$ cat src/rtl/i2c_burst_ctrl.sv
// rtl/i2c_burst_ctrl.sv - multi-byte I2C transaction sequencer with TX/RX FIFOs
// Optional feature: define I2C_BURST_NACK_ABORT_EN to abort a write with STOP on a data-byte NACK.
module i2c_burst_ctrl #(
   parameter int FIFO_DEPTH = 8,
   parameter int LEN_WIDTH  = 8
) (
   input  logic                          Clk,
   input  logic                          Rst_n,
   input  logic                          Go,
   input  logic [6:0]                    SlaveAddr,
   input  logic                          Rnw,
   input  logic [LEN_WIDTH-1:0]          Len,
   input  logic                          TxPush,
   input  logic [7:0]                    TxData,
   input  logic                          RxPop,
   output logic [7:0]                    RxData,
   output logic [$clog2(FIFO_DEPTH):0]   TxLevel,
   output logic [$clog2(FIFO_DEPTH):0]   RxLevel,
   output logic                          Busy,
   output logic                          Done,
   output logic                          Nack,
   output logic                          Al,
   output logic                          Start,
   output logic                          Stop,
   output logic                          Read,
   output logic                          Write,
   output logic                          Tx_ack,
   output logic [7:0]                    Tx_data,
   input  logic [7:0]                    Rx_data,
   input  logic                          Rx_ack,
   input  logic                          I2C_done,
   input  logic                          I2C_al
);

   localparam int AW = $clog2(FIFO_DEPTH);
   localparam int LW = AW + 1;

   typedef enum logic [2:0] {
      S_IDLE,
      S_ADDR,
      S_GAP,
      S_WDATA,
      S_RDATA,
      S_STOP
   } state_t;

   state_t               state;
   logic                 rnw_q;
   logic [LEN_WIDTH-1:0] cnt;
   logic                 last;

   logic [7:0]           tx_mem [FIFO_DEPTH];
   logic [AW-1:0]        tx_wr;
   logic [AW-1:0]        tx_rd;
   logic                 tx_full;
   logic                 tx_empty;
   logic                 tx_push;
   logic                 tx_pop;
   logic [7:0]           tx_head;

   logic [7:0]           rx_mem [FIFO_DEPTH];
   logic [AW-1:0]        rx_wr;
   logic [AW-1:0]        rx_rd;
   logic                 rx_full;
   logic                 rx_empty;
   logic                 rx_push;
   logic                 rx_pop;

   assign last     = (cnt == LEN_WIDTH'(1));

   assign tx_full  = (TxLevel == LW'(FIFO_DEPTH));
   assign tx_empty = (TxLevel == '0);
   assign tx_push  = TxPush && !tx_full;
   assign tx_pop   = (state == S_WDATA) && Write && I2C_done && !I2C_al && !tx_empty;
   assign tx_head  = tx_mem[tx_rd];

   assign rx_full  = (RxLevel == LW'(FIFO_DEPTH));
   assign rx_empty = (RxLevel == '0);
   assign rx_push  = (state == S_RDATA) && Read && I2C_done && !I2C_al && !rx_full;
   assign rx_pop   = RxPop && !rx_empty;
   assign RxData   = rx_empty ? 8'h00 : rx_mem[rx_rd];

   always_ff @(posedge Clk) begin
      if (tx_push) begin
         tx_mem[tx_wr] <= TxData;
      end
      if (rx_push) begin
         rx_mem[rx_wr] <= Rx_data;
      end
   end

   // Fullness is judged before the same-cycle pop, so a push into a full FIFO is always lost.
   always_ff @(posedge Clk or negedge Rst_n) begin
      if (!Rst_n) begin
         tx_wr   <= '0;
         tx_rd   <= '0;
         TxLevel <= '0;
      end else begin
         if (tx_push) begin
            tx_wr <= tx_wr + AW'(1);
         end
         if (tx_pop) begin
            tx_rd <= tx_rd + AW'(1);
         end
         case ({tx_push, tx_pop})
            2'b10:   TxLevel <= TxLevel + LW'(1);
            2'b01:   TxLevel <= TxLevel - LW'(1);
            default: TxLevel <= TxLevel;
         endcase
      end
   end

   always_ff @(posedge Clk or negedge Rst_n) begin
      if (!Rst_n) begin
         rx_wr   <= '0;
         rx_rd   <= '0;
         RxLevel <= '0;
      end else begin
         if (rx_push) begin
            rx_wr <= rx_wr + AW'(1);
         end
         if (rx_pop) begin
            rx_rd <= rx_rd + AW'(1);
         end
         case ({rx_push, rx_pop})
            2'b10:   RxLevel <= RxLevel + LW'(1);
            2'b01:   RxLevel <= RxLevel - LW'(1);
            default: RxLevel <= RxLevel;
         endcase
      end
   end

   // The registered Stop doubles as the "this byte ends the transaction" flag.
   always_ff @(posedge Clk or negedge Rst_n) begin
      if (!Rst_n) begin
         state   <= S_IDLE;
         rnw_q   <= 1'b0;
         cnt     <= '0;
         Busy    <= 1'b0;
         Done    <= 1'b0;
         Nack    <= 1'b0;
         Al      <= 1'b0;
         Start   <= 1'b0;
         Stop    <= 1'b0;
         Read    <= 1'b0;
         Write   <= 1'b0;
         Tx_ack  <= 1'b0;
         Tx_data <= 8'h00;
      end else begin
         Done <= 1'b0;
         if ((state != S_IDLE) && I2C_al) begin
            Al     <= 1'b1;
            Start  <= 1'b0;
            Stop   <= 1'b0;
            Read   <= 1'b0;
            Write  <= 1'b0;
            Tx_ack <= 1'b0;
            Busy   <= 1'b0;
            Done   <= 1'b1;
            state  <= S_IDLE;
         end else begin
            case (state)
               S_IDLE: begin
                  if (Go) begin
                     rnw_q   <= Rnw;
                     cnt     <= Len;
                     Nack    <= 1'b0;
                     Al      <= 1'b0;
                     Busy    <= 1'b1;
                     Start   <= 1'b1;
                     Write   <= 1'b1;
                     Stop    <= (Len == '0);
                     Tx_data <= {SlaveAddr, Rnw};
                     state   <= S_ADDR;
                  end
               end

               S_ADDR: begin
                  if (I2C_done) begin
                     Start <= 1'b0;
                     Write <= 1'b0;
                     Stop  <= 1'b0;
                     if (Rx_ack) begin
                        Nack <= 1'b1;
                     end
                     if (Stop) begin
                        Busy  <= 1'b0;
                        Done  <= 1'b1;
                        state <= S_IDLE;
                     end else if (Rx_ack) begin
                        state <= S_STOP;
                     end else begin
                        state <= S_GAP;
                     end
                  end
               end

               S_GAP: begin
                  state <= rnw_q ? S_RDATA : S_WDATA;
               end

               S_WDATA: begin
                  if (!Write) begin
                     if (!tx_empty) begin
                        Write   <= 1'b1;
                        Stop    <= last;
                        Tx_data <= tx_head;
                     end
                  end else if (I2C_done) begin
                     Write <= 1'b0;
                     Stop  <= 1'b0;
                     cnt   <= cnt - LEN_WIDTH'(1);
                     if (Rx_ack) begin
                        Nack <= 1'b1;
                     end
                     if (Stop) begin
                        Busy  <= 1'b0;
                        Done  <= 1'b1;
                        state <= S_IDLE;
`ifdef I2C_BURST_NACK_ABORT_EN
                     end else if (Rx_ack) begin
                        state <= S_STOP;
`endif
                     end else begin
                        state <= S_GAP;
                     end
                  end
               end

               S_RDATA: begin
                  if (!Read) begin
                     if (!rx_full) begin
                        Read   <= 1'b1;
                        Tx_ack <= last;
                        Stop   <= last;
                     end
                  end else if (I2C_done) begin
                     Read   <= 1'b0;
                     Stop   <= 1'b0;
                     Tx_ack <= 1'b0;
                     cnt    <= cnt - LEN_WIDTH'(1);
                     if (Stop) begin
                        Busy  <= 1'b0;
                        Done  <= 1'b1;
                        state <= S_IDLE;
                     end else begin
                        state <= S_GAP;
                     end
                  end
               end

               S_STOP: begin
                  if (!Stop) begin
                     Stop <= 1'b1;
                  end else if (I2C_done) begin
                     Stop  <= 1'b0;
                     Busy  <= 1'b0;
                     Done  <= 1'b1;
                     state <= S_IDLE;
                  end
               end

               default: begin
                  state <= S_IDLE;
               end
            endcase
         end
      end
   end

endmodule
$ cat config.mk
export PLATFORM = sky130hd
export DESIGN_NAME = i2c_burst_ctrl
export DESIGN_NICKNAME = d
export VERILOG_FILES = /design/src/rtl/i2c_burst_ctrl.sv
export SDC_FILE = /design/constraint.sdc
export NUM_CORES = 1
export LEC_CHECK = 0
export BUFFER_PORTS_ARGS = -buffer_cell sky130_fd_sc_hd__buf_2
export CAP_MARGIN = 10
export CELL_PAD_IN_SITES_DETAIL_PLACEMENT = 1
export CELL_PAD_IN_SITES_GLOBAL_PLACEMENT = 2
export CORE_UTILIZATION = 25
export DETAILED_ROUTE_END_ITERATION = 16
export PLACE_DENSITY_LB_ADDON = 0.12
export SYNTH_ARGS = -nofsm -noshare
export SYNTH_HDL_FRONTEND = slang
export SYNTH_SLANG_ARGS = --single-unit
export TNS_END_PERCENT = 20
$ cat constraint.sdc
create_clock -name Clk -period 3.94 [get_ports Clk]
set_input_delay 0.788 -clock Clk [delete_from_list [all_inputs] [get_ports Clk]]
set_output_delay 0.788 -clock Clk [all_outputs]
set_load 0.1 [all_outputs]
==> flow_results.org, run 1 <==
** Route
- In this run, the number of DRC markers left after iteration 0 of detailed routing was around 270.
- The count of nets left with antenna violations once routing finished came out at 0.
- After detailed routing, the average wire length per cell comes to between 15 and 20 µm.
- Count of vias placed by the detailed router :: 5078
- Post-route DRC :: 0
- Detailed-route wire length :: 21.05 mm
- Drt first pass iters :: 4
- After detailed routing, the number of vias per cell comes to around 4.8.

** Clock tree
- The longest clock path from root to sink contains 2 buffers.
- Sinks on Clock Net :: roughly 180
- The later pin in the worst-skew pair is clocked with a latency of roughly 0.43 ns.
- Clock tree from TritonCTS :: done
- Count of H-tree levels built during CTS :: 4
- After clock tree synthesis, the clock-pin slew on the worst setup and hold paths is roughly 0.080 ns.
- The tree is rooted in a sky130_fd_sc_hd__clkbuf_16.
- Hold-fix buffers, CTS :: 0
- Number of buffers added for setup after CTS :: 0
- Count of cells resized by post-cts repair :: 0
- Clock buffer count from CTS :: 17

** Critical path
- Endpoint required time on the critical path :: around 3.2 ns
- Data arrival time of the critical path :: between 2 and 2.5 ns
- Type of the setup path with the least slack :: flop to output pin
- STA classifies the critical path startpoint as a flop.
- Along the worst path, the maximum fanout reaches 18.
- The worst setup path is captured at an output pin.

** Global routing
- Largest net degree at the start of global routing :: 35
- The number of global-route vias before repair was 5479.
- Initial antenna violation count :: 1
- In the global route stage, overall resource usage came out at 0.1330.
- The first global-routing pass estimated about 33 mm of wire.
- The total overflow left after global routing is 0.

** Power
- In this run the power spent charging and discharging nets is around 3.7 mW.
- Across the VDD grid, the largest voltage drop is roughly 0.28 mV.
- Of the total power, combinational logic draws 0.437.
- Of the total power, the clock network draws 0.213.
- The share of total power dissipated in sequential elements is 0.350.
- Power after layout :: around 8 mW
- Of the total power, the share spent switching nets is 0.4678.
- In this run the static leakage power is 3.436 nW.
- Power Dens Cells :: approximately 830 nW/µm²
- Internal power comes to between 4 and 5 mW.

** Logic synthesis
- Dominant combinational cell family by area after synthesis :: multiplexers
- The synthesized netlist occupies a cell area of a little over 8000 µm².
- Post-Syn Instances :: 578
- Fraction of the mapped netlist area in simple logic gates :: 0.1031
- Post-synthesis share of cell area spent on full adders, half adders and majority gates :: 0.01987
- Synthesized Nets :: 630
- Count of synthesis-stage warnings from yosys :: 0
- The share of the Yosys chip area taken by registers is 0.6289.
- The share of the synthesized area in compound gates (AO/OA/AOI/OAI) is 0.09607.
- After synthesis, the share of flip-flops with an asynchronous set or reset is 0.2768.
- Synth Register Bits :: approximately 180
- Number of library cell types mapped by synthesis :: 68
- In the synthesized netlist the dominant register cell turns out to be sky130_fd_sc_hd__edfxtp_1.
- Multiplexer share of the synthesized area :: 0.1066
- In this run the mean area of a mapped cell was ~14 µm².
- Of the total synthesized cell area, the portion taken by XOR and XNOR cells is 0.01956.
- Yosys mapped a number of flops with a built-in enable equal to about 130.

** Floorplanning
- After floorplanning, the core was divided into 65 placement rows.
- Chip Height :: 181.6 µm
- Die ar. :: 32970 µm²
- For this configuration, the core starts out at a cell density of 0.2548.
- I/O pins :: 73
- In this run the standard cell core region covers between 30000 and 40000 µm².
- In this run the horizontal extent of the chip is ~180 µm.

** Placed design
- Final weighted congestion in routability-driven placement :: slightly above 0.8
- OpenSTA, run right after detailed placement, puts the worst setup slack at 0.8193 ns.
- Cell count after placement :: 1036
- After detailed placement, the total cell area comes to 8905 µm².
- In this run the tool buffered the top-level ports with 72 buffer cells.
- After legalization and detailed placement, the total HPWL measured roughly 14 mm.

** Finish
- Fraction of final layout cells with drive strength greater than 1 :: 0.2402
- With fillers left out, the area of the finished cells amounts to ~9500 µm².
- Final net count :: 705
- Non-filler cells, final :: approximately 1100
- Post-layout util :: 0.2998
- Syn-to-layout area delta :: 17.65%
- Summing all flip-flop and latch instances after layout gives ~5000 µm².
- After filler insertion, the fill cell instance count of the layout stands at ~3400.
- Area used by multi-input combinational logic :: roughly 2800 µm²

** STA
- Setup total negative slack on the finished layout was measured at 0 ns.
- Setup violations remaining at the end of the flow were counted as 0.
- Final worst setup slack :: between 0.7 and 0.8 ns
- At the pin with the least slew margin, the transition time is 1.011 ns.
- Hold violation total from the final report :: 0
- Clock skew :: around 0.016 ns
- Fmax :: 316.3 MHz
- Setup repair after global routing left no endpoint under its margin.
- The number of max-slew violations in the final report came to 0.
- Worst rel slew slack :: 0.3260
- For the finished layout, the period the worst path requires is 3.162 ns.
- Final-layout worst hold slack :: 0.3370 ns
- Dividing the final minimum period by the clock period gives 0.8025.

** Worst hold path
- The min-delay analysis places its worst path in the category primary input to async pin.

** Run
- Max-capacitance violation count :: 0

** Status
- The flow ran to the end, and the final reports show no timing, DRC or antenna violations.
layer usage:
layer,vias up,track usage,share of wire
li1,2382,-,-
met1,2610,0.1755,0.47
met2,66,0.2214,0.49
met3,20,0.02427,0.024
met4,0,0.04034,0.014
met5,-,0,0
cell usage after synthesis, drive strengths merged, types with 3 or more instances:
| master | n | share of area |
|---|---|---|
| edfxtp | 128 | 0.48 |
| dfrtp | 49 | 0.15 |
| mux2i | 42 | 0.052 |
| nor2 | 40 | 0.019 |
| a21oi | 29 | 0.018 |
| nand2 | 24 | 0.011 |
| buf | 19 | 0.013 |
| clkbuf | 17 | 0.0079 |
| mux4 | 16 | 0.045 |
| nor3 | 15 | 0.0093 |
| a22oi | 12 | 0.011 |
| ha | 12 | 0.019 |
| nor4 | 12 | 0.010 |
| xor2 | 12 | 0.013 |
| inv | 10 | 0.0047 |
| nand2b | 10 | 0.0078 |
| o21ai | 10 | 0.0062 |
| nor2b | 9 | 0.0070 |
| a32oi | 7 | 0.0076 |
| mux2 | 7 | 0.0098 |
| a31oi | 6 | 0.0047 |
| nor3b | 6 | 0.0056 |
| o31ai | 6 | 0.0062 |
| xnor2 | 6 | 0.0065 |
| nand3 | 5 | 0.0031 |
| a211oi | 4 | 0.0043 |
| nand3b | 4 | 0.0042 |
| a211o | 3 | 0.0033 |
| a21boi | 3 | 0.0028 |
| a21o | 3 | 0.0028 |
| nor4b | 3 | 0.0051 |
| nor4bb | 3 | 0.0037 |
| o221ai | 3 | 0.0033 |
| o22a | 3 | 0.0033 |
| o22ai | 3 | 0.0023 |
| o2bb2ai | 3 | 0.0033 |
| or2 | 3 | 0.0023 |
power groups by stage:
stage | Clock, mW | Combinational [mW] | Sequential [mW]
after floorplan | 0 | 2.04 | 3.42
after global placement | 0 | 3.44 | 2.78
after detailed placement | 0 | 3.48 | 2.80
after CTS | 1.73 | 3.49 | 2.76
after global routing | 1.79 | 3.67 | 2.81
final | 1.67 | 3.43 | 2.75
logic make-up after synthesis:
family | after synthesis
AOI/OAI and AO/OA | 109
xor gates and xnor gates | 18
adders and majority gates | 13
buffers and inverters | 46
DFF | 177
muxes | 65
and+or+nand+nor | 150
area by class of cell:
| type | instances | area share |
|---|---|---|
| Antenna cell | 1 | 0.0002639 |
| Clock buffer | 17 | 0.04485 |
| Clock inverter | 15 | 0.01596 |
| Inverter | 10 | 0.003958 |
| Multi-Input combinational cell | 355 | 0.2934 |
| Sequential cell | 177 | 0.5347 |
| Tap cell | 402 | 0.05303 |
| Timing Repair Buffer | 92 | 0.05383 |
cells in the final DEF, fill, tap and decap left out, types with 3 or more instances in the layout:
| cell type | Yosys | layout |
|---|---|---|
| sky130_fd_sc_hd__a211o_1 | 3 | 3 |
| sky130_fd_sc_hd__a211oi_1 | 3 | 3 |
| sky130_fd_sc_hd__a21o_1 | 3 | 3 |
| sky130_fd_sc_hd__a21oi_1 | 29 | 29 |
| sky130_fd_sc_hd__a22oi_1 | 12 | 12 |
| sky130_fd_sc_hd__a31oi_1 | 6 | 6 |
| sky130_fd_sc_hd__a32oi_1 | 7 | 7 |
| sky130_fd_sc_hd__buf_2 | 11 | 72 |
| sky130_fd_sc_hd__buf_4 | 0 | 20 |
| sky130_fd_sc_hd__clkbuf_16 | 0 | 17 |
| sky130_fd_sc_hd__clkinvlp_4 | 0 | 3 |
| sky130_fd_sc_hd__dfrtp_1 | 49 | 48 |
| sky130_fd_sc_hd__edfxtp_1 | 128 | 128 |
| sky130_fd_sc_hd__ha_1 | 12 | 12 |
| sky130_fd_sc_hd__inv_1 | 10 | 10 |
| sky130_fd_sc_hd__inv_6 | 0 | 6 |
| sky130_fd_sc_hd__mux2_2 | 7 | 7 |
| sky130_fd_sc_hd__mux2i_1 | 42 | 42 |
| sky130_fd_sc_hd__mux4_2 | 16 | 16 |
| sky130_fd_sc_hd__nand2_1 | 24 | 24 |
| sky130_fd_sc_hd__nand2b_1 | 10 | 10 |
| sky130_fd_sc_hd__nand3_1 | 5 | 5 |
| sky130_fd_sc_hd__nand3b_1 | 3 | 3 |
| sky130_fd_sc_hd__nor2_1 | 40 | 40 |
| sky130_fd_sc_hd__nor2b_1 | 9 | 9 |
| sky130_fd_sc_hd__nor3_1 | 15 | 15 |
| sky130_fd_sc_hd__nor3b_1 | 6 | 6 |
| sky130_fd_sc_hd__nor4_1 | 11 | 11 |
| sky130_fd_sc_hd__nor4bb_1 | 3 | 3 |
| sky130_fd_sc_hd__o21ai_0 | 10 | 10 |
| sky130_fd_sc_hd__o221ai_1 | 3 | 3 |
| sky130_fd_sc_hd__o22a_1 | 3 | 3 |
| sky130_fd_sc_hd__o22ai_1 | 3 | 3 |
| sky130_fd_sc_hd__o2bb2ai_1 | 3 | 3 |
| sky130_fd_sc_hd__o31ai_1 | 5 | 5 |
| sky130_fd_sc_hd__xnor2_1 | 6 | 6 |
| sky130_fd_sc_hd__xor2_1 | 12 | 12 |
path summary, 6_finish.rpt:
kind | depth (start not counted) | slack [ns] | endpoint | start
max | 4 | 0.78 | RxData[4] | rx_rd[1]
min | 1 | 0.34 | cnt[0] | Rst_n
max reg2reg | 10 | 1.07 | RxLevel[2] | state[1]
min reg2reg | 1 | 0.50 | Al | Al
max in group asynchronous | 2 | 2.76 | tx_rd[0] | Rst_n
min in group Clk | 1 | 0.50 | Al | Al
flip-flops by register name, indices dropped and copies added, names as in the netlist:
name	flops
cnt	8
Tx_ack	1
rnw_q	1
Start	1
Tx_data	8
tx_wr	3
Done	1
rx_rd	3
Nack	1
rx_wr	3
Busy	1
tx_rd	3
tx_mem	64
Write	1
rx_mem	64
RxLevel	4
TxLevel	4
Stop	1
Al	1
state	3
Read	1
critical path: stages (launching register included):
cell and delay (ns):
sky130_fd_sc_hd__dfrtp_1 0.92, sky130_fd_sc_hd__mux4_2 0.36, sky130_fd_sc_hd__mux2i_1 0.08, sky130_fd_sc_hd__nor2_1 0.12
sky130_fd_sc_hd__buf_2 0.44
No activity file was read; power rests on OpenSTA's default activity.
==> run 2, diff against run 1 <==
ABC_AREA = 1   (was not set)
clock period = 3.19 ns   (was 3.94 ns; I/O delays follow)
==> run 2 against run 1 <==
  * Sequential power is 20% higher
  * Combinational power rose by 50%
  * Flip-flop and latch count is the same
  * Global-route usage up 1.3 points
  * Via count rose by 22%
  * Synthesized cell count up 55%
  * Clock power up 22%
  * Setup slack got worse by 0.42 ns
  * Clock skew decreased by 0.0067 ns
  * Non-clock buffer count rose by 10
  * Die area up 3.7%
  * Highest routed layer unchanged
==> flow_results.org, run 2 <==
** Logic synthesis
- The fraction of registers with async set or reset after synthesis was 0.2768 (unchanged).
- Cell type with the largest total area after synthesis :: sky130_fd_sc_hd__edfxtp_1
- Synth Register Bits :: 177 (unchanged)
- The total standard cell area after synthesis was 8359 µm² (+3.7%).
- The count of flip-flops with a built-in enable after synthesis was 128 (unchanged).
- The unique cell type count in the Yosys netlist was 38 (-44%).
- sky130_fd_sc_hd__nand2_1 is the most common cell in the netlist.
- Share of the yosys chip area belonging to registers :: 0.6065 (-0.02240)
- The mean instance size in the synthesized netlist came to 9.340 µm² (-33%).
- The number of nets produced by synthesis is 947 (+50%).
- The gate count after technology mapping is 895 (+55%).
- Commonest cells in the synthesized netlist :: 259 x sky130_fd_sc_hd__nand2_1, 150 x sky130_fd_sc_hd__nor2_1, 128 x sky130_fd_sc_hd__edfxtp_1
- Ys flop type :: sky130_fd_sc_hd__edfxtp_1
- Most area-consuming cells after synthesis :: sky130_fd_sc_hd__edfxtp_1 46%, sky130_fd_sc_hd__dfrtp_1 15%, sky130_fd_sc_hd__nand2_1 12%, sky130_fd_sc_hd__nor2_1 6.7%, sky130_fd_sc_hd__o21ai_0 4.4%
- Top cell type's share of synthesized area :: 0.4598 (-0.01699)
- The number of warnings reported in the yosys synthesis log is 0 (unchanged).

** Critical path
- Data arrival time of the critical path :: 2.19 ns (-0.18 ns)
- The critical path is of the flop to output pin type.
- Endpoint required time on the critical path :: 2.55 ns (-0.60 ns)
- The worst-path maximum fanout came to 20 (+2).
- The worst setup path is launched from a flop.
- Endpoint type of the worst setup path :: output pin

** Finish
- The post-route cell area came to 9931 µm² (+4.7%).
- Most frequent standard cell in the layout excluding fill and tap cells :: sky130_fd_sc_hd__nand2_1
- Final net count :: 1039 (+47%)
- The largest registers in the layout are rx_mem (64), tx_mem (64).
- The total inserted antenna cells came to 0 (-1).
- Fillers :: 3857 (+15%)
- The combined flip-flop and latch cell area was 5071 µm² (unchanged).
- Area used by multi-input combinational logic :: 2908 µm² (+4.5%)
- The number of non-filler instances in the completed layout is 1442 (+35%).
- Relative to the synthesized area, the layout overhead comes to 18.80%.
- Fraction of final layout cells with drive strength greater than 1 :: 0.1610 (-0.07924)
- Commonest non-fill, non-tap cells in the layout :: 259 x sky130_fd_sc_hd__nand2_1, 149 x sky130_fd_sc_hd__nor2_1, 128 x sky130_fd_sc_hd__edfxtp_1

** Floorplanning
- The total I/O pin count came to 73 (unchanged).
- The die width came to 184.9 µm (+1.8%).
- Cell Rows :: 66 (+1.5%)
- Chip Height :: 184.9 µm (+1.8%)
- Initial cell density of the core :: 0.2556 (+0.0008093)
- Core area :: 32700 µm² (+3.4%)
- Die ar. :: 34170 µm² (+3.7%)

** Global routing
- Vias in the first global route :: 6435 (+17%)
- The total overflow reported by the global router is 0 (unchanged).
- The global router's overall resource usage is 0.1462 (+0.01315).
- The first-pass GRT wire length was 37.19 mm (+13%).
- The largest net degree at the start of global routing is 45 (+29%).
- Initial antenna violation count :: 0 (-1)

** Placed design
- The count of buffers inserted at the top-level ports is 72 (unchanged).
- Dpl cell area :: 9361 µm² (+5.1%)
- HPWL after detailed placement :: 16.48 mm (+15%)
- The final estimated routing congestion in global placement is 0.7280 (-9.5%).
- The number of cells after detailed placement is 1409 (+36%).

** Route
- The detailed-routing iteration count for the pre-antenna-repair pass is 4 (unchanged).
- The number of routed nets with antenna violations is 0 (unchanged).
- The total via count after detailed routing is 6176 (+22%).
- Initial detailed-routing violation count :: 279 (+2.2%)
- The total detailed-routing wirelength came to 23.22 mm (+10%).
- Routed wirelength normalized by instance count :: 16.10 µm (-18%)
- Post-route DRC :: 0 (unchanged)
- Via-per-instance ratio :: 4.283 (-9.8%)

** Power
- Power after layout :: 10.49 mW (+33%)
- Power Dens Cells :: 1056 nW/µm² (+27%)
- The leakage component of the power is 4.193 nW (+22%).
- Worst voltage drop across the vdd grid :: 0.6909 mV (+150%)

** Clock tree
- Clock buffer count from CTS :: 17 (unchanged)
- The post-CTS setup buffer count came to 0 (unchanged).
- CTS Root Buffer Type :: sky130_fd_sc_hd__clkbuf_16
- The total number of clock tree sinks is 177 (unchanged).
- Count of H-tree levels built during CTS :: 4 (unchanged)
- The clock edge transition at the registers on the reported setup and hold paths is 0.07 ns (about the same).
- TritonCTS built the clock tree.
- Max Root-Sink Buffers :: 2 (unchanged)
- Clock insertion delay at the later pin of the skew report :: 0.44 ns (about the same)

** STA
- Based on the critical path, the design can be clocked at up to approximately 350 MHz.
- Number of setup violations in the final report :: 0 (unchanged)
- In the finished design, the share of the clock period the worst path needs comes to 0.8880.
- The final count of hold timing violations was 0 (unchanged).
- Measured slew at the worst slew-check pin :: 0.7300 ns (-0.2810 ns)
- The relative slew slack was 0.5115 (+0.1856).
- Unrepaired setup endpoints after global routing :: false
- The number of max-slew violations in the final report came to 0 (unchanged).
- Final period demand of the worst path :: 2.833 ns
- Clock skew :: 0.009442 ns (-0.006706 ns)

** Worst hold path
- In this run the worst hold path is classified as primary input to flop.

** Status
- The flow ran to the end, and the final reports show no timing, DRC or antenna violations.

** Run
- The total of max-cap violations was 0 (unchanged).
-- run 2: cell count changes after synthesis, sizes merged, moves of 42 or more --
cell	delta
inv	+48
mux2i	-42
o21ai	+68
nand3	+56
nor2	+115
nand2	+244
-- run 2: repair_timing --
action                     4_1_cts  5_1_grt
hold endpoints to repair         5        0
setup endpoints to repair        0        1
hold buffers                     1        0
gates resized for setup          0        1
-- run 2: area by class of cell --
class                   count  share of cell area
flip-flops and latches    177              0.5106
multi-input cells         629              0.2928
repair buffers            102             0.06199
well taps                 442             0.05569
clock buffers              19             0.04359
inverters                  60             0.02268
clock inverters            13             0.01260
-- run 2: final timing paths --
path	endpoint	slack, ns	start	cells after the start
min in group asynchronous	cnt[2]	0.56	Rst_n	2
min reg2reg	Busy	0.47	Busy	2
min	rx_mem[2][2]	0.46	Rx_data[2]	1
max reg2reg	RxLevel[2]	0.75	state[1]	11
max in group asynchronous	rx_rd[1]	1.72	Rst_n	3
max	RxData[1]	0.36	rx_rd[0]	8
-- run 2: cell families (layout without fill, tap and decap cells) --
logic type	after synthesis	in the layout	synth area share
XOR/XNOR	14	14	0.01467
buffers and inverters	89	194	0.04595
flip-flops	177	177	0.6065
AND/OR/NAND/NOR	499	499	0.2512
adder cells (fa/ha/maj)	12	12	0.01796
AO/OA/AOI/OAI	104	104	0.06376
-- run 2: through the flow --
step | setup WS (ns) | util | setup TNS, ns | hold WS (ns)
floorplan | -0.1397 | - | -0.9778 | 0.3424
global route | 0.1392 | 0.3037 | 0 | 0.4539
detailed placement | 0.6347 | 0.2863 | 0 | 0.4577
global placement | 0.6023 | 0.2863 | 0 | 0.4570
CTS | 0.1260 | 0.3036 | 0 | 0.4212
finish | 0.3572 | 0.3037 | 0 | 0.4605
-- run 2: power by group --
part	switching [mW]	internal, mW
combinational	3.97	1.19
clock	0.944	1.09
sequential	0.395	2.89
total	5.31	5.17
-- run 2: metal layers --
layer | global-route usage | vias to the layer above | share of wire
li1 | - | 3132 | -
met1 | 0.1845 | 2966 | 0.47
met2 | 0.2483 | 59 | 0.49
met3 | 0.03303 | 19 | 0.023
met4 | 0.04264 | 0 | 0.013
met5 | 0 | - | 0
-- run 2: critical path, cell delays in order, from the launching register on --
cell                      delay, ns
sky130_fd_sc_hd__dfrtp_1       0.38
sky130_fd_sc_hd__buf_4         0.19
sky130_fd_sc_hd__inv_1         0.08
sky130_fd_sc_hd__buf_4         0.24
sky130_fd_sc_hd__nor2_1        0.06
sky130_fd_sc_hd__o21ai_0       0.18
sky130_fd_sc_hd__nor2_1        0.06
sky130_fd_sc_hd__nor2_1        0.12
sky130_fd_sc_hd__buf_2         0.43
==> run 3, diff against run 2 <==
==> constraint.sdc (replaced) <==
create_clock -name Clk -period 3.19 [get_ports Clk]
set_input_delay 0.1595 -clock Clk [delete_from_list [all_inputs] [get_ports Clk]]
set_output_delay 0.1595 -clock Clk [all_outputs]
set_load 0.1 [all_outputs]
==> run 3 against run 2 <==
  * Combinational power decreased by 1%
  * Final cell count decreased by 0.21%
  * Die area unchanged
  * Cell area about the same
  * Wire length increased by 1.9%
  * Global-route usage increased by 0.17 points
  * Flip-flop and latch count unchanged
  * Highest routed layer unchanged
  * Clock skew decreased by 0.0021 ns
  * Largest cell class unchanged
  * Critical path depth decreased by 1
==> flow_results.org, run 3 (synthesized netlist as in run 2, its figures left out) <==
** Power
- Pleak :: 4.177 nW (-0.37%)
- The power per cell area came to 1058 nW/µm² (+0.22%).
- The overall power is 10.51 mW (+0.20%).
- Worst voltage drop across the vdd grid :: 0.4628 mV (-33%)

** Clock tree
- Clock buffer count from CTS :: 17 (unchanged)
- The total number of clock tree sinks was 177 (unchanged).
- The clock edge transition at the registers on the reported setup and hold paths was 0.08 ns (about the same).
- The clock insertion delay at the later pin of the skew report came to 0.44 ns (about the same).
- The H-tree level count came to 4 (unchanged).
- Max Root-Sink Buffers :: 2 (unchanged)
- TritonCTS built the clock tree.
- CTS Root Buffer Type :: sky130_fd_sc_hd__clkbuf_16

** Global routing
- The global router's overall resource usage was 0.1479 (+0.001703).
- The largest net degree at the start of global routing was 35 (-22%).
- Congestion Overflow GR :: 0 (unchanged)
- The first-pass GRT wire length came to 37.52 mm (+0.87%).
- The initial antenna violation count was 1 (+1).
- The number of global-route vias before repair came to 6470 (+0.54%).

** Route
- The DRC violation total after the first TritonRoute iteration is 232 (-17%).
- Detailed-route wire length :: 23.67 mm (+1.9%)
- Routed wirelength normalized by instance count :: 16.45 µm (+2.2%)
- The via density per instance is 4.284 (about the same).
- The number of routed nets with antenna violations is 0 (unchanged).
- Drt first pass iters :: 4 (unchanged)
- Count of vias placed by the detailed router :: 6164 (-0.19%)
- The remaining routing DRC violations is 0 (unchanged).

** Critical path
- Type of the setup path with the least slack :: flop to output pin
- R2R cell count :: 11 (unchanged)
- CP startpoint kind :: flop
- The worst-path maximum fanout was 16 (-20%).
- The biggest cell delay along the critical path was 0.60 ns (+0.17 ns).
- Cell family with the largest share of critical-path delay :: buffers and inverters
- The critical path goes through buf_4, nor2_1, o21ai_0, o21ai_0, o21ai_0, nor2_1, buf_2.
- Endpoint required time on the critical path :: 3.03 ns (+0.48 ns)
- Data arrival time of the critical path :: 2.36 ns (+0.17 ns)
- The cell that appears most often on the critical path is sky130_fd_sc_hd__o21ai_0.
- STA classifies the critical path endpoint as an output pin.
- On the critical path, the stage with the largest delay is an instance of sky130_fd_sc_hd__dfrtp_1.
- Sum of buffers and inverters on the critical path :: 2 (-2)
- The depth of the critical timing path with buffers and inverters included came to 7 (-1).

** Worst hold path
- The number of cells on the worst hold path was 3 (+2).
- Class of the worst hold path :: primary input to flop

** Finish
- Post-layout util :: 0.3036 (about the same)
- Diode insertion count for antenna repair :: 0 (unchanged)
- Area of all placed cells without fillers :: 9928 µm² (about the same)
- Fraction of final layout cells with drive strength greater than 1 :: 0.1535 (-0.007540)
- Final net count :: 1036 (-0.29%)
- Syn-to-layout area delta :: 18.77% (about the same)
- In the final layout, the registers with the most flip-flops are rx_mem (64), tx_mem (64).
- Leaving out fill and tap cells, the most frequent cells in the layout are 259 x sky130_fd_sc_hd__nand2_1, 150 x sky130_fd_sc_hd__nor2_1, 128 x sky130_fd_sc_hd__edfxtp_1.
- Non-filler cells, final :: 1439 (-0.21%)
- Most frequent standard cell in the layout excluding fill and tap cells :: sky130_fd_sc_hd__nand2_1

** Placed design
- Placement Setup Slack :: 0.7086 ns (+0.07395 ns)
- The final estimated routing congestion in global placement is 0.7473 (+2.7%).
- Cell count after placement :: 1401 (-0.57%)
- Number of I/O port buffers :: 72 (unchanged)
- The placed instance area was 9271 µm² (-0.96%).
- HPWL after detailed placement :: 16.59 mm (+0.65%)

** STA
- The measured slew at the worst slew-check pin is 0.8193 ns (+0.08929 ns).
- The total setup violations reported at the end of the flow was 0 (unchanged).
- Final-layout setup total negative slack :: 0 ns (unchanged)
- Clock skew :: 0.007391 ns (-0.002051 ns)
- Fmax :: 396.9 MHz (+12%)
- Final-layout worst hold slack :: 0.02592 ns (-0.4346 ns)
- Final worst setup slack :: 0.6706 ns (+0.3134 ns)
- Final period demand of the worst path :: 2.519 ns (-0.3134 ns)
- Unrepaired setup endpoints after global routing :: false
- The number of max-slew violations in the final report is 0 (unchanged).
- The final count of hold timing violations was 0 (unchanged).
- Worst rel slew slack :: 0.4518 (-0.05974)
- Portion of the clock cycle consumed by the worst path in the final layout :: 0.7898 (-0.09824)

** Floorplanning
- Die ar. :: 34170 µm² (unchanged)
- The die width is 184.9 µm (unchanged).
- Initial cell density of the core :: 0.2556 (unchanged)
- Chip Height :: 184.9 µm (unchanged)
- I/O pins :: 73 (unchanged)
- Cell Rows :: 66 (unchanged)
- The core region area is 32700 µm² (unchanged).

** Run
- The total of max-cap violations was 0 (unchanged).

** Status
- Run status :: finished, final reports clean
==> run 3: cell types whose count changed in the layout (fill, tap and decap cells not counted), moves of 2 or more <==
cell,before,now
sky130_fd_sc_hd__clkinv_2,2,0
sky130_fd_sc_hd__buf_4,28,21
sky130_fd_sc_hd__inv_8,0,5
sky130_fd_sc_hd__dlygate4sd3_1,1,6
sky130_fd_sc_hd__buf_12,2,0
sky130_fd_sc_hd__clkbuf_1,2,0
sky130_fd_sc_hd__inv_6,5,2
sky130_fd_sc_hd__clkinv_8,0,4
==> run 3: where the power goes <==
group,switching (mW),internal (mW),total (mW)
registers,0.386,2.89,3.28
clock network,1.06,1.06,2.12
logic,3.99,1.12,5.11
==> run 3: layer usage <==
layer / global-route usage / share of wire / vias up
met2: 0.2486 / 0.49 / 68
met1: 0.1917 / 0.47 / 2935
met3: 0.02438 / 0.023 / 21
met5: 0 / 0 / -
met4: 0.05058 / 0.016 / 0
li1: - / - / 3140
==> run 3: tightest hold or removal path, cell delays in order <==
cell and delay [ns]:
sky130_fd_sc_hd__buf_2 0.12, sky130_fd_sc_hd__nand4_1 0.08, sky130_fd_sc_hd__o21ai_0 0.07
==> run 3: layout make-up <==
| type | instances | area (µm²) |
|---|---|---|
| inverters | 60 | 225.2 |
| flip-flops and latches | 177 | 5070 |
| clock buffers | 17 | 425.4 |
| well taps | 442 | 553.0 |
| multi-input cells | 629 | 2905 |
| clock inverters | 15 | 171.4 |
| fillers | 3845 | 22770 |
| repair buffers | 99 | 578.1 |
==> run 3: final timing paths <==
kind / slack [ns] / to / from
worst max-delay path: 0.67 / RxData[2] / rx_rd[1]
worst min-delay path: 0.03 / Nack / Rx_ack
worst max register to register: 0.72 / TxLevel[2] / state[2]
worst min register to register: 0.49 / Busy / Busy
max in group asynchronous: 2.07 / tx_rd[1] / Rst_n
min in group asynchronous: 0.32 / cnt[1] / Rst_n
==> run 3: repair_timing <==
action / in CTS / in global routing
resized for setup: 0 / 0
hold buffers: 6 / 0
setup buffers: 0 / 0
endpoints found under the hold margin: 56 / 0
